===== src/rtl/cacheline_adaptor.sv =====
// cacheline_adaptor: bridges single-cycle cache line requests to four-beat memory bursts.
// Ports:
//   clk, rst                      clock, asynchronous active-high reset
//   address_i, read_i, write_i    cache-side request
//   line_i / line_o               line to write / line from last completed read
//   resp_o                        one-cycle completion pulse to the cache
//   address_o, read_o, write_o    memory-side request, address line-aligned
//   burst_o / burst_i, resp_i     write beat / read beat, beat-valid strobe
module cacheline_adaptor #(
  parameter int LINE_W  = 256,
  parameter int BURST_W = 64
) (
  input  logic               clk,
  input  logic               rst,
  input  logic [31:0]        address_i,
  input  logic               read_i,
  input  logic               write_i,
  input  logic [LINE_W-1:0]  line_i,
  output logic [LINE_W-1:0]  line_o,
  output logic               resp_o,
  output logic [31:0]        address_o,
  output logic               read_o,
  output logic               write_o,
  output logic [BURST_W-1:0] burst_o,
  input  logic [BURST_W-1:0] burst_i,
  input  logic               resp_i
);
  typedef enum logic [1:0] {IDLE, READ, WRITE, DONE} state_t;
  state_t state, next;
  logic [1:0] k;
  logic [LINE_W-1:0] line_r;
  logic [31:0] addr_r;
  logic beat, start;
  assign start     = state == IDLE && (read_i || write_i);
  assign beat      = resp_i && (state == READ || state == WRITE);
  assign read_o    = state == READ;
  assign write_o   = state == WRITE;
  assign resp_o    = state == DONE;
  assign address_o = addr_r;
  assign burst_o   = write_o ? line_r[BURST_W*k +: BURST_W] : '0;
  always_ff @(posedge clk or posedge rst)
    if (rst) state <= IDLE;
    else state <= next;
  always_comb begin
    next = state;
    next = state == IDLE ? (write_i ? WRITE : read_i ? READ : IDLE)
         : state == DONE ? IDLE
         : (beat && k == 2'd3) ? DONE : state;
  end
  always_ff @(posedge clk or posedge rst)
    if (rst) begin
      k      <= '0;
      line_r <= '0;
      addr_r <= '0;
      line_o <= '0;
    end else if (start) begin
      k      <= '0;
      addr_r <= address_i & ~32'h1f;
      if (write_i) line_r <= line_i;
    end else if (beat) begin
      k <= k + 2'd1;
      if (state == READ) line_o[BURST_W*k +: BURST_W] <= burst_i;
    end
endmodule


===== config.mk =====
export PLATFORM = sky130hd
export DESIGN_NAME = cacheline_adaptor
export DESIGN_NICKNAME = d
export VERILOG_FILES = /design/src/rtl/cacheline_adaptor.sv
export SDC_FILE = /design/constraint.sdc
export NUM_CORES = 1
export LEC_CHECK = 0
export ABC_AREA = 0
export BUFFER_PORTS_ARGS = -buffer_cell sky130_fd_sc_hd__buf_2
export CORE_AREA = 2 2 276 278
export DETAILED_ROUTE_END_ITERATION = 6
export DIE_AREA = 0 0 278 280
export SLEW_MARGIN = 20
export SYNTH_ARGS = -nofsm -noshare
export SYNTH_HDL_FRONTEND = slang
export SYNTH_SLANG_ARGS = --single-unit
export TNS_END_PERCENT = 100

===== constraint.sdc =====
create_clock -name clk -period 17.9 [get_ports clk]
set_clock_uncertainty 0.1 [all_clocks]
set_input_delay 1.79 -clock clk [delete_from_list [all_inputs] [get_ports clk]]
set_output_delay 1.79 -clock clk [all_outputs]
set_load 0.01 [all_outputs]

==> run metrics <==
synth cell count leaders 543 x dfrtp_1, 284 x mux2_2, 256 x a22o_1; CTS max path bufs 3; area leader, netlist dfrtp_1; maximum vdd drop 97.1 uV; Post-Syn Area per Cell between 15 and 20 um2; largest net degree at the start of global routing 175; TritonCTS Sinks approximately 540; area of the multi-input gates ~7700 um2; DRC violations left 0; GPL Wtd Cong 0.849; Worst-Margin Slew 1.05 ns; TNS Setup 0 ns; 1st-pass router iterations 5; Vias ~15000; Leakage between 10 and 15 nW; Iteration-0 DRC Markers around 900; Die Wd 278 um; outcome finished clean; cell with the most instances after synthesis dfrtp_1; FILL cells 7195; Initial Util 29.0%; Post-synth EDFFs 0; final hold slack 0.399 ns; fin cells 3080; vias in the first global route 16200; CP Data Arrival Time 3.30 ns; synth warn 0; Worst R2R Setup Slack 14.22 ns; worst r2r dst line_r[173]; Synth cell types 28; DP Wirelength 46600 um; Worst Path Required roughly 16 ns; cells along the critical path buf_4, mux4_2, and2_1, buf_2; Synth top area share 62.3%; Via density 4.91; Post-Syn Area 21800 um2; hold buffer count at CTS 0; max cap viols 0; Util after Layout 37.6%; Rows 101; Post-DRT Antenna Nets 0; Post-DP Area between 20000 and 30000 um2; Max stage delay on crit path 0.83 ns; Die Ht 280 um; Seq cells post-synth 543; share of layout cells above drive strength 1 56.6%; Buf+Inv Stages, Crit Path 2; Slowest-stage cell, CP dfrtp_4; Hold Path Stages 1; design area 28300 um2; Hold Crit Class flip-flop to flip-flop; I/O pins 712; HP Start line_o[107]; origin of the critical flop-to-flop path state[0]; relative slew slack between 20 and 30%; CP delay by family, top buffers and inverters; Core ar. 75200 um2; Port-buffer cells 701; setup bufs post-CTS 0; Synth area leaders dfrtp_1 62%, mux2_2 15%, a22o_1 10%; area grow syn2layout 29.5%; Final Hold Fails 0; Power Total 4.66 mW; die area 77800 um2; Fmax slightly below 200 MHz; H-tree depth 2; Inst Count DP 2958; Post-CTS Resized 0; Post-Synthesis Cells 1364; Root Buffer clkbuf_16; CTS tree done; Worst-Skew Late Latency around 0.61 ns; GRT Overall Usage 16.7%; Hold Path End line_o[107]; Setup crit start kind flip-flop; TritonCTS buffer count 60; Top FF cell, synth dfrtp_1; Reg area approximately 14000 um2; initial antenna violation count 21; Worst-path clk slew 0.06 ns; Nets 2408; period utilization 29.0%; RSZ-0062 raised after global routing no; final WL 67400 um; crit path capture type primary output; average wire per standard cell 21.9 um; minimum clock period approximately 5.2 ns; R2R cell count 6; gr ovfl total 0; top fanout value on the critical path 41; first-pass GRT wire length 101000 um; sequential share of the synthesized area between 60% and 70%; dpl ws 13.13 ns; Synth async-reset ratio between 90% and 100%; crit path kind flip-flop to primary output; final worst slack 12.71 ns; Pins Over Slew Limit 0; final setup vio count 0; Power Density 165 nW/um2
## power breakdown
group / leakage [nW] / internal [mW] / switching (mW)
logic: 6.17 / 0.835 / 0.652
registers: 6.96 / 1.67 / 0.252
clock network: 0.999 / 0.753 / 0.503
total: 14.1 / 3.26 / 1.41
## cells in the final DEF (no fill, tap or decap), drive strengths merged
cell      synthesis  routed
inv               5       7
xnor2             1       1
nor4              3       3
conb              1       5
nor4b             2       2
nand4             4       4
mux4             64      64
a21boi            2       2
bufinv            0       5
nor2              2       2
diode             0      13
clkinv            0      12
dfrtp           543     543
mux2            284     284
ha                9       9
clkbuf           41      88
nand2             5       5
nand4bb           1       1
nand2b            1       1
o22a              1       1
nand3             1       1
clkinvlp          0       2
and2             65      65
a22o            256     256
o21ai             3       3
buf              70     723
## sequential cells by signal (all words and copies together) (netlist names)
signal and flops:
line_o 256, address_o 27, line_r 256, state 2
k 2
## cell type report
class / instances / share of cell area [%]
diodes: 13 / 0.115
clock buffers: 88 / 6.25
clock inverters: 21 / 0.925
inverters: 5 / 0.0930
multi-input cells: 709 / 27.1
flip-flops and latches: 543 / 48.1
well taps: 978 / 4.33
repair buffers: 723 / 13.0
## layer usage
layer | wire length (um) | vias up | track usage [%]
met5 | 70 | - | 0
met4 | 2230 | 12 | 6.54
met1 | 26700 | 7874 | 21.0
li1 | - | 6465 | -
met3 | 4430 | 137 | 3.61
met2 | 34000 | 621 | 28.0
## worst max path at each step
stage | from | endpoint | slack [ns] | cells after the start
after floorplan | rst | address_o[10] | 0.83 | 1
after global placement | write_i | line_r[237] | 13.19 | 5
after detailed placement | write_i | line_r[142] | 13.13 | 5
after CTS | k[0] | burst_o[51] | 12.57 | 4
after global routing | k[0] | burst_o[56] | 12.46 | 4
final | k[0] | burst_o[51] | 12.71 | 4
## cells by family (layout without fill, tap and decap cells)
family | Yosys count | after routing | share of synthesized area (%)
AOI/OAI and AO/OA | 262 | 262 | 10.5
xor gates and xnor gates | 1 | 1 | 0.0401
adders and majority gates | 9 | 9 | 0.516
buffers and inverters | 116 | 837 | 2.83
DFF | 543 | 543 | 62.3
muxes | 348 | 348 | 21.3
other | 1 | 18 | 0.0172
and+or+nand+nor | 84 | 84 | 2.61
No activity file was read; power rests on OpenSTA's default activity.
